$ cat config.mk
export PLATFORM = sky130hd
export DESIGN_NAME = alu_share_sched
export DESIGN_NICKNAME = d
export VERILOG_FILES = /design/src/rtl/alu_share_sched.sv
export SDC_FILE = /design/constraint.sdc
export NUM_CORES = 1
export LEC_CHECK = 0
export BUFFER_PORTS_ARGS = -buffer_cell sky130_fd_sc_hd__buf_2
export CAP_MARGIN = 0
export CORE_MARGIN = 8
export CORE_UTILIZATION = 45
export DETAILED_ROUTE_END_ITERATION = 12
export HOLD_SLACK_MARGIN = 0.02
export PLACE_DENSITY = 0.92
export SYNTH_ARGS = -nofsm -noshare
export SYNTH_HDL_FRONTEND = slang
export SYNTH_SLANG_ARGS = --single-unit
export TNS_END_PERCENT = 100
$ cat constraint.sdc
create_clock -name clk -period 2.6 [get_ports clk]
set_clock_uncertainty 0.15 [all_clocks]
set_input_delay 0.26 -clock clk [delete_from_list [all_inputs] [get_ports clk]]
set_output_delay 0.26 -clock clk [all_outputs]
set_load 0.01 [all_outputs]
$ cat src/rtl/alu_share_sched.sv
// rtl/alu_share_sched.sv - round-robin sequencer sharing one combinational ALU between two requesters
// Optional per-requester op counters: define ALU_SCHED_STATS_EN.
module alu_share_sched #(
    parameter int DW    = 8,
    parameter int FNW   = 3,
    parameter int CNT_W = 16
) (
    input  logic             clk,
    input  logic             rst_n,
    input  logic [1:0]       req_valid,
    output logic [1:0]       req_ready,
    input  logic [2*FNW-1:0] req_fn,
    input  logic [2*DW-1:0]  req_a,
    input  logic [2*DW-1:0]  req_b,
    output logic [1:0]       rsp_valid,
    input  logic [1:0]       rsp_ready,
    output logic [DW-1:0]    rsp_data,
    output logic             rsp_br,
    output logic [FNW-1:0]   alu_fn,
    output logic [DW-1:0]    alu_ra,
    output logic [DW-1:0]    alu_rb,
    input  logic [DW-1:0]    alu_out,
    input  logic             alu_br
`ifdef ALU_SCHED_STATS_EN
    ,
    output logic [CNT_W-1:0] cnt0,
    output logic [CNT_W-1:0] cnt1
`endif
);

    typedef enum logic [1:0] {IDLE, EXEC, RESP} state_t;

    localparam logic [FNW-1:0] FN_BEQ = '1;

    state_t         state_q, state_d;
    logic           grant_q, grant_d;
    logic           last_q, last_d;
    logic [FNW-1:0] fn_q, fn_d;
    logic [DW-1:0]  a_q, a_d;
    logic [DW-1:0]  b_q, b_d;
    logic [DW-1:0]  data_q, data_d;
    logic           br_q, br_d;
    logic [1:0]     rsp_valid_q, rsp_valid_d;
    logic           pick;
    logic           rsp_done;

    always_comb begin
        state_d     = state_q;
        grant_d     = grant_q;
        last_d      = last_q;
        fn_d        = fn_q;
        a_d         = a_q;
        b_d         = b_q;
        data_d      = data_q;
        br_d        = br_q;
        rsp_valid_d = rsp_valid_q;
        req_ready   = 2'b00;
        rsp_done    = 1'b0;
        // On a tie the requester not served last wins; otherwise the lone requester.
        pick        = (&req_valid) ? ~last_q : req_valid[1];
        case (state_q)
            IDLE: begin
                if (rst_n && (|req_valid)) begin
                    req_ready = pick ? 2'b10 : 2'b01;
                    grant_d   = pick;
                    fn_d      = pick ? req_fn[2*FNW-1:FNW] : req_fn[FNW-1:0];
                    a_d       = pick ? req_a[2*DW-1:DW]    : req_a[DW-1:0];
                    b_d       = pick ? req_b[2*DW-1:DW]    : req_b[DW-1:0];
                    state_d   = EXEC;
                end
            end
            EXEC: begin
                // The ALU leaves the unused result undefined, so only the relevant one is forwarded.
                if (fn_q == FN_BEQ) begin
                    data_d = '0;
                    br_d   = alu_br;
                end else begin
                    data_d = alu_out;
                    br_d   = 1'b0;
                end
                rsp_valid_d = grant_q ? 2'b10 : 2'b01;
                state_d     = RESP;
            end
            RESP: begin
                if (rsp_ready[grant_q]) begin
                    rsp_done    = 1'b1;
                    rsp_valid_d = 2'b00;
                    last_d      = grant_q;
                    state_d     = IDLE;
                end
            end
            default: state_d = IDLE;
        endcase
    end

    always_ff @(posedge clk or negedge rst_n) begin
        if (!rst_n) begin
            state_q     <= IDLE;
            grant_q     <= 1'b0;
            last_q      <= 1'b1;
            fn_q        <= '0;
            a_q         <= '0;
            b_q         <= '0;
            data_q      <= '0;
            br_q        <= 1'b0;
            rsp_valid_q <= 2'b00;
        end else begin
            state_q     <= state_d;
            grant_q     <= grant_d;
            last_q      <= last_d;
            fn_q        <= fn_d;
            a_q         <= a_d;
            b_q         <= b_d;
            data_q      <= data_d;
            br_q        <= br_d;
            rsp_valid_q <= rsp_valid_d;
        end
    end

    assign alu_fn    = fn_q;
    assign alu_ra    = a_q;
    assign alu_rb    = b_q;
    assign rsp_valid = rsp_valid_q;
    assign rsp_data  = data_q;
    assign rsp_br    = br_q;

`ifdef ALU_SCHED_STATS_EN
    logic [CNT_W-1:0] cnt0_q, cnt0_d, cnt1_q, cnt1_d;

    always_comb begin
        cnt0_d = cnt0_q;
        cnt1_d = cnt1_q;
        if (rsp_done && !grant_q && !(&cnt0_q)) cnt0_d = cnt0_q + 1'b1;
        if (rsp_done &&  grant_q && !(&cnt1_q)) cnt1_d = cnt1_q + 1'b1;
    end

    always_ff @(posedge clk or negedge rst_n) begin
        if (!rst_n) begin
            cnt0_q <= '0;
            cnt1_q <= '0;
        end else begin
            cnt0_q <= cnt0_d;
            cnt1_q <= cnt1_d;
        end
    end

    assign cnt0 = cnt0_q;
    assign cnt1 = cnt1_q;
`endif

endmodule

==> metrics, run 1 <==
chip width=around 74 µm; Avg Inst Size Synth=10.9 µm²; number of synthesized register bits=34; TritonCTS clock tree=done; H-tree Lvls=2; row count=21; Max IR drop VDD=397 µV; Worst R2R Setup Slack=between 600 and 700 ps; hold_sp=alu_br; RSZ-0062 raised after global routing=false; placed cells=~260; pwr dens=972 nW/µm²; static leakage=approximately 0.0012 µW; Startpoint Class=input port; worst slack, placed=just over 600 ps; register area share after synthesis=55.7%; most frequent cells in the layout=84 x buf_2, 33 x dfrtp_1, 29 x dlygate4sd3_1, 22 x nand2_1; Hold Fails Final Rpt=0; ys async rst share=100%; n_diodes=0; via count=approximately 1600; crit path capture type=output port; fmax=just over 400 MHz; # Post-CTS Setup Buffers=0; FF-to-FF Start=state_q[1]$_DFFE_PN0P_; WHS Path Cells=3; Worst Hold Path EP=rsp_br$_DFFE_PN0P_; Synth warnings=0; DR vias/cell=5.34; buffers added on ports=84; Reg power frac=41.7%; first-pass detailed-route iteration total=5; clock buffer count from CTS=5; Remaining DRCs=0; hold_ws=58.5 ps; sw frac=a little under two fifths; worst path required time=roughly 2200 ps; final worst slack=roughly 140 ps; Die H=around 74 µm; commonest non-fill, non-tap cell in the layout=buf_2; top_reg_cell synth=dfrtp_1; Layout fillers=roughly 250; Remaining Overflow, GRT=0; Synthesized Nets=193; max_cap viols=0; fraction of layout cells with a size suffix above 1=between 30% and 40%; Max Slew Vio Count=0; max_slew headroom=between 50% and 60%; synthesis-to-layout area growth=53.4%; Arrival @ worst endpoint=around 2100 ps; Initial Util=46.2%; final critical-path required period=2460 ps; Clock power frac=about 17%; Clock transition at path regs=roughly 100 ps; Max clock buf depth=2; largest net degree at the start of global routing=35; Layout Cells excl Fill=300; die footprint=between 5000 and 6000 µm²; clk sinks=34; r2r endpoint=alu_rb[3]$_DFFE_PN0P_; post-DP HPWL=3.35 mm; crit path kind=input port to output port; Clk Latency, worst-skew pair=between 300 and 400 ps; Root Buffer=clkbuf_4; post-route ant nets=0; antenna violations before repair=0; Total GRT Usage=19.1%; core area=about 3300 µm²; Syn Inst Count=140; worst min-delay path class=input port to register; setup_tns=0 ps; synth unique cells=25; Worst Tran Pin Value=approximately 660 ps; first-pass GRT wire length=approximately 8.1 mm; Comb pwr share=41.7%; crit-path max FO=22; vias in the first global route=1708; P_sw=842 µW; R2R depth=3; GP Congestion=about 0.79; Pint=roughly 1400 µW; Top Ports=85; Synth Cell Area=approximately 1500 µm²; routed len/inst=around 17 µm; Final #Nets=between 300 and 400; Final setup viols=0; Post-synth EDFFs=0; 1st-iter DRT viols=about 110; outcome=finished, final reports clean; Tcrit/Tclk final=94.4%; routed wire length=around 5.2 mm
## synthesized netlist by cell type (2+ instances only)
master	count	share of area (%)
clkbuf_1	7	1.7
a22o_1	8	4.6
buf_2	2	0.65
nor2b_1	3	1.2
o21ai_0	2	0.65
a221o_1	19	12
inv_1	4	0.98
nor3_1	19	6.2
buf_6	2	1.5
dfrtp_1	33	54
a21oi_1	6	2.0
nand2_1	22	5.4
## layout make-up
type / count / area [µm²] / area share [%]
multi-input combinational: 91 / 604 / 25.7
clock buffer: 5 / 37.5 / 1.60
tap: 46 / 57.6 / 2.45
inverter: 4 / 15.0 / 0.640
timing repair buffer: 117 / 741 / 31.6
sequential: 34 / 852 / 36.3
clock inverter: 3 / 40.0 / 1.71
## metrics by stage
stage / utilization [%] / total power [µW] / cell area (µm²)
floorplan: - / 1480 / 1530
global placement: 59.8 / 1830 / 1980
detailed placement: 59.8 / 1860 / 1980
CTS: 70.9 / 2280 / 2350
global route: 70.9 / 2430 / 2350
finish: 70.9 / 2280 / 2350
## flip-flops by register name, indices dropped and copies added, names as in the netlist
name / count
grant_q: 1
state_q: 2
last_q: 1
rsp_valid: 2
alu_rb: 8
alu_ra: 8
rsp_br: 1
alu_fn: 3
rsp_data: 8
## worst max-delay path by stage
stage / startpoint / end / cells after the start / slack, ps
floorplan: state_q[1]$_DFFE_PN0P_ / req_ready[0] / 3 / 800
global placement: state_q[1]$_DFFE_PN0P_ / req_ready[1] / 4 / 660
detailed placement: state_q[1]$_DFFE_PN0P_ / req_ready[1] / 4 / 620
CTS: rst_n / req_ready[1] / 6 / 150
global route: rst_n / req_ready[1] / 6 / 90
finish: rst_n / req_ready[1] / 6 / 140
## power groups by stage
| stage | clock (µW) | combinational [µW] | sequential [µW] |
|---|---|---|---|
| finish | 379 | 951 | 951 |
| global route | 409 | 1040 | 980 |
| CTS | 388 | 950 | 941 |
| detailed placement | 0 | 918 | 944 |
| global placement | 0 | 893 | 937 |
| floorplan | 0 | 448 | 1030 |
## what timing repair did
action | 4_1_cts | 5_1_grt
hold buffers | 29 | 0
gates resized for setup | 0 | 0
hold endpoints to repair | 61 | 0
## routing by layer
metal	track usage, %	vias to the layer above	share of wire [%]
met5	0	-	0
met1	20.8	761	37
met2	33.0	76	52
met3	5.39	12	8.5
met4	10.0	0	2.5
li1	-	754	-
## worst max-delay path: stages
cell,delay [ps]
dlygate4sd3_1,520
buf_2,110
or3b_4,500
a211oi_2,270
buf_4,230
buf_2,160
## cell families after synthesis
family | after synthesis | share of synthesized area [%]
flip-flops | 34 | 55.7
AO/OA/AOI/OAI | 41 | 23.9
buffers and inverters | 15 | 4.82
AND/OR/NAND/NOR | 50 | 15.6
(Power assumes the default switching activity.)
==> inputs of run 2 (changes only) <==
Settings changed: CELL_PAD_IN_SITES_DETAIL_PLACEMENT set to 0, CELL_PAD_IN_SITES_GLOBAL_PLACEMENT set to 1, CORE_UTILIZATION 45 to 34, PLACE_DENSITY 0.92 to 0.94.
==> run 2 against run 1 <==
Effect of this change:
- wire length fell by 12%
- highest routed layer unchanged
- global-route usage fell by 5.8 points
- critical path depth fell by 1
- largest cell class unchanged
==> metrics, run 2 (synthesized netlist as in run 1, its figures left out) <==
outcome=finished, final reports clean; worst path required time=2190 ps (about the same); crit path buf inv count=3 (-1); n_diodes=0 (unchanged); post-DP HPWL=3.48 mm (+3.7%); most frequent CP cell=buf_2; post-route ant nets=0 (unchanged); Max clock buf depth=2 (unchanged); crit-path max FO=22 (unchanged); Clk Latency, worst-skew pair=280 ps (-60 ps); core area=4350 µm² (+32%); placed cells=269 (+2.3%); via count=1447 (-9.7%); clk sinks=34 (unchanged); fraction of layout cells with a size suffix above 1=44.0% (+4.2 points); Hold Fails Final Rpt=0 (unchanged); Largest stage delay, worst path=520 ps (about the same); max_cap viols=0 (unchanged); pwr dens=1060 nW/µm² (+9.6%); DR vias/cell=5.22 (-2.2%); H-tree Lvls=2 (unchanged); crit-path leading delay family=simple AND/OR/NAND/NOR gates; Worst Tran Pin Value=698 ps (+37.7 ps); final core occ=47.7% (-23 points); final critical-path required period=2390 ps (-64.9 ps); Final setup viols=0 (unchanged); fmax=418 MHz (+2.7%); max_slew headroom=53.3% (-2.5 points); buffers added on ports=84 (unchanged); most frequent cells in the layout=84 x buf_2, 33 x dfrtp_1, 22 x nand2_1, 19 x nor3_1, 19 x a221o_1; largest net degree at the start of global routing=35 (unchanged); Tcrit/Tclk final=91.9% (-2.5 points); RSZ-0062 raised after global routing=false; routed wl met3=227 µm (-48%); antenna violations before repair=0 (unchanged); setup_tns=0 ps (unchanged); Die H=83.1 µm (+12%); first-pass GRT wire length=7.65 mm (-5.1%); die footprint=6900 µm² (+25%); clock buffer count from CTS=5 (unchanged); Remaining DRCs=0 (unchanged); critical-path cell list=dlygate4sd3_1, buf_2, or3b_4, nor3b_1, buf_2; Root Buffer=clkbuf_8; Max Slew Vio Count=0 (unchanged); met2 WL=2.44 mm (-9.6%); chip width=83.1 µm (+12%); worst slack, placed=674 ps (+58.1 ps); row count=24 (+14%); Remaining Overflow, GRT=0 (unchanged); GP Congestion=0.784 (-1.1%); final worst slack=210 ps (+64.9 ps); 1st-iter DRT viols=57 (-47%); Initial Util=35.1% (-11 points); static leakage=0.00105 µW (-11%); Arrival @ worst endpoint=1980 ps (-70 ps); top routing layer used=met4; Startpoint Class=input port; Max IR drop VDD=348 µV (-12%); TritonCTS clock tree=done; Final #Nets=278 (-9.2%); Pwr Total=2210 µW (-3.0%); M1 WL=1.86 mm (-3.1%); Layout Cells excl Fill=277 (-7.7%); routed wire length=4.58 mm (-12%); routed len/inst=16.5 µm (-4.4%); Total GRT Usage=13.3% (-5.8 points); worst min-delay path class=input port to register; commonest non-fill, non-tap cell in the layout=buf_2; Slowest-stage cell, CP=dlygate4sd3_1; Layout fillers=422 (+69%); synthesis-to-layout area growth=35.7%; first-pass detailed-route iteration total=4 (-1); Top Ports=85 (unchanged); crit path kind=input port to output port; crit path capture type=output port; vias in the first global route=1607 (-5.9%); Clock transition at path regs=60 ps (-40 ps)
[run 2: power breakdown]
group / internal [µW] / total (µW) / switching (µW)
Combinational: 437 / 899 / 462
Sequential: 777 / 949 / 173
Clock: 183 / 363 / 180
[run 2: timing repair]
item | 4_1_cts | 5_1_grt
gates resized for setup | 0 | 0
hold endpoints to repair | 33 | 0
hold buffers | 1 | 0
buffers inserted | 0 | 0
[run 2: area by class of cell]
| cell class | count | area [µm²] | area share, % |
|---|---|---|---|
| sequential | 34 | 852 | 41.0 |
| multi-input combinational | 91 | 604 | 29.1 |
| timing repair buffer | 89 | 460 | 22.2 |
| clock buffer | 6 | 72.6 | 3.49 |
| tap | 52 | 65.1 | 3.13 |
| inverter | 4 | 15.0 | 0.723 |
| clock inverter | 1 | 7.51 | 0.361 |
[run 2: path summary, 6_finish.rpt]
kind                                         from                      end  slack (ps)  cells after the start
min reg2reg                    rsp_br$_DFFE_PN0P_       rsp_br$_DFFE_PN0P_         330                      2
min in group asynchronous                   rst_n    alu_ra[4]$_DFFE_PN0P_         420                      3
max in group asynchronous                   rst_n       last_q$_DFFE_PN1P_        1540                      3
min                                    alu_out[1]  rsp_data[1]$_DFFE_PN0P_          40                      2
max reg2reg                state_q[0]$_DFFE_PN0P_    alu_rb[3]$_DFFE_PN0P_         690                      4
max                                         rst_n             req_ready[0]         210                      5
[run 2: per-layer routing]
metal  global-route usage [%]  up-vias
met5                        0        -
met4                     5.27        0
met3                     5.08        4
met2                     22.6       48
met1                     14.5      702
li1                         -      693
[run 2: per-stage QoR]
step	area [µm²]	hold WS [ps]
2_1_floorplan	1530	-186
3_5_place_dp	1990	206
6_report	2080	42.9
4_1_cts	2080	30.2
5_1_grt	2080	39.7
3_3_place_gp	1990	191
[run 2: worst reg2reg max path: cells and delay by family, from the launching register on]
kind | cells | cell delay (ps)
buffers and inverters | 1 | 250
AOI/OAI and AO/OA | 2 | 490
DFF | 1 | 430
and+or+nand+nor | 1 | 520
==> inputs of run 3 (changes only) <==
--- a/config.mk
+++ b/config.mk
@@ -15,4 +15,5 @@
 export HOLD_SLACK_MARGIN = 0.02
 export PLACE_DENSITY = 0.94
+export RECOVER_POWER = 25
 export SYNTH_ARGS = -nofsm -noshare
 export SYNTH_HDL_FRONTEND = slang
==> constraint.sdc (replaced) <==
create_clock -name clk -period 2.6 [get_ports clk]
set_clock_uncertainty 0.15 [all_clocks]
set_input_delay 0.52 -clock clk [delete_from_list [all_inputs] [get_ports clk]]
set_output_delay 0.52 -clock clk [all_outputs]
set_load 0.01 [all_outputs]
==> run 3 against run 2 <==
Effect of this change:
- the flow now finishes with violations (capacitance limit, slew limit)
- combinational power grew 0.7%
- clock power rose by 8.3%
- sequential power shrank 0.6%
- first-iteration DRC count is 32% higher
- sequential cell count is the same
- final area grew 0.54%
- critical path depth is 2 lower
- global-route usage decreased by 0.088 points
- setup slack improved by 100 ps
- largest cell class unchanged
==> metrics, run 3 (synthesized netlist as in run 1, its figures left out) <==
Slowest-stage cell, CP=dfrtp_1; most frequent cells in the layout=83 x buf_2, 33 x dfrtp_1, 22 x nand2_1, 19 x nor3_1, 19 x a221o_1; vias in the first global route=1516 (-5.7%); Comb pwr share=40.4% (-0.3 points); Largest stage delay, worst path=430 ps (-90 ps); via count=1442 (-0.35%); synthesis-to-layout area growth=36.5%; crit path capture type=output port; failing checks=capacitance limit, slew limit; n_diodes=0 (unchanged); pwr dens=1070 nW/µm² (+0.79%); Layout Cells excl Fill=279 (+0.72%); post-route ant nets=0 (unchanged); chip width=83.1 µm (unchanged); Worst Tran Pin Value=1790 ps (+1100 ps); P_sw=807 µW (-0.85%); critical-path cell list=or3b_4, nor3b_1, buf_2; Clock transition at path regs=70 ps (about the same); Remaining Overflow, GRT=0 (unchanged); H-tree Lvls=2 (unchanged); crit-path max FO=5 (-77%); post-DP HPWL=3.41 mm (-1.8%); commonest non-fill, non-tap cell in the layout=buf_2; Arrival @ worst endpoint=1620 ps (-360 ps); max_cap viols=1 (+1); setup_tns=0 ps (unchanged); clock buffer count from CTS=5 (unchanged); final critical-path required period=2290 ps (-102 ps); Max Slew Vio Count=35 (+35); Clk Latency, worst-skew pair=280 ps (about the same); routed len/inst=16.2 µm (-1.7%); Hold Fails Final Rpt=0 (unchanged); Initial Util=35.1% (unchanged); CTS Hold Bufs=0 (-1); routed wire length=4.53 mm (-0.98%); row count=24 (unchanged); crit path kind=register to output port; Reg power frac=42.1% (-0.8 points); 1st-iter DRT viols=75 (+32%); die footprint=6900 µm² (unchanged); first-pass detailed-route iteration total=4 (unchanged); Max clock buf depth=2 (unchanged); worst min-delay path class=input port to register; Max IR drop VDD=295 µV (-15%); Die H=83.1 µm (unchanged); largest net degree at the start of global routing=35 (unchanged); antenna violations before repair=0 (unchanged); Clock power frac=17.5% (+1.1 points); max_slew headroom=-19.6% (-73 points); Tcrit/Tclk final=88.0% (-3.9 points); outcome=finished, violations left; GP Congestion=0.788 (+0.56%); fraction of layout cells with a size suffix above 1=44.1% (+0.053 points); Remaining DRCs=0 (unchanged); placed cells=271 (+0.74%); Final #Nets=279 (+0.36%); Top Ports=85 (unchanged); Startpoint Class=register; Root Buffer=clkbuf_8; TritonCTS clock tree=done; DR vias/cell=5.17 (-1.1%); RSZ-0062 raised after global routing=false; clk sinks=34 (unchanged); sw frac=36.0% (-0.79 points); first-pass GRT wire length=7.59 mm (-0.81%); fmax=437 MHz (+4.4%); Total GRT Usage=13.2% (-0.088 points); CTS resizes=0 (unchanged); Final setup viols=0 (unchanged); core area=4350 µm² (unchanged); worst path required time=1930 ps (-260 ps); Pint=1430 µW (+2.6%); static leakage=0.00106 µW (+0.84%); buffers added on ports=84 (unchanged); # Post-CTS Setup Buffers=0 (unchanged)
==> run 3: changes by cell type in the layout (fill, tap and decap cells not counted) <==
cell           previous run  this run
clkbuf_1                  1         3
dlygate4sd3_1             1         0
clkinvlp_4                1         0
clkbuf_8                  5         6
buf_2                    84        83
buf_4                     4         5
clkinv_2                  0         1
==> run 3: worst paths after layout <==
check                                       start                       to  slack [ps]  cells past startpoint
hold reg to reg                rsp_br$_DFFE_PN0P_       rsp_br$_DFFE_PN0P_         340                      2
setup reg to reg           state_q[1]$_DFFE_PN0P_    alu_ra[3]$_DFFE_PN0P_         590                      4
setup / recovery           state_q[1]$_DFFE_PN0P_             req_ready[0]         310                      3
min in group asynchronous                   rst_n  rsp_data[1]$_DFFE_PN0P_         700                      2
hold / removal                         alu_out[4]  rsp_data[4]$_DFFE_PN0P_         310                      2
max in group asynchronous                   rst_n    alu_rb[7]$_DFFE_PN0P_         570                      2
==> run 3: cell type report <==
type | instances | area, µm²
clock buffer | 7 | 86.3
tap | 52 | 65.1
sequential | 34 | 852
clock inverter | 1 | 5.00
fill | 418 | 2270
multi-input combinational | 91 | 604
timing repair buffer | 90 | 460
inverter | 4 | 15.0
==> run 3: critical path: cells and delay by family (launching register included) <==
kind                   cells  cell delay (ps)
AND/OR/NAND/NOR            2              710
flip-flops                 1              430
buffers and inverters      1              200
==> run 3: stage by stage <==
step	hold slack [ps]	util, %	setup WS (ps)	total power (µW)	cell area [µm²]
6_report	305	48.0	311	2240	2090
3_3_place_gp	308	46.0	457	1850	2000
5_1_grt	304	48.0	162	2410	2090
3_5_place_dp	331	46.0	413	1880	2000
2_1_floorplan	74.4	-	440	1480	1530
4_1_cts	143	48.1	295	2290	2090
==> run 3: power by group through the flow <==
stage          Combinational [µW]  Clock (µW)  Sequential [µW]
4_1_cts                       931         410              944
2_1_floorplan                 448           0             1030
6_report                      905         393              943
3_5_place_dp                  935           0              944
5_1_grt                      1000         434              979
3_3_place_gp                  905           0              946
==> run 3: routing by layer <==
metal / GRT usage [%] / part of all wire, % / vias up
met1: 14.8 / 40 / 697
met5: 0 / 0 / -
li1: - / - / 697
met4: 4.79 / 1.3 / 0
met3: 4.69 / 5.3 / 6
met2: 22.5 / 53 / 42
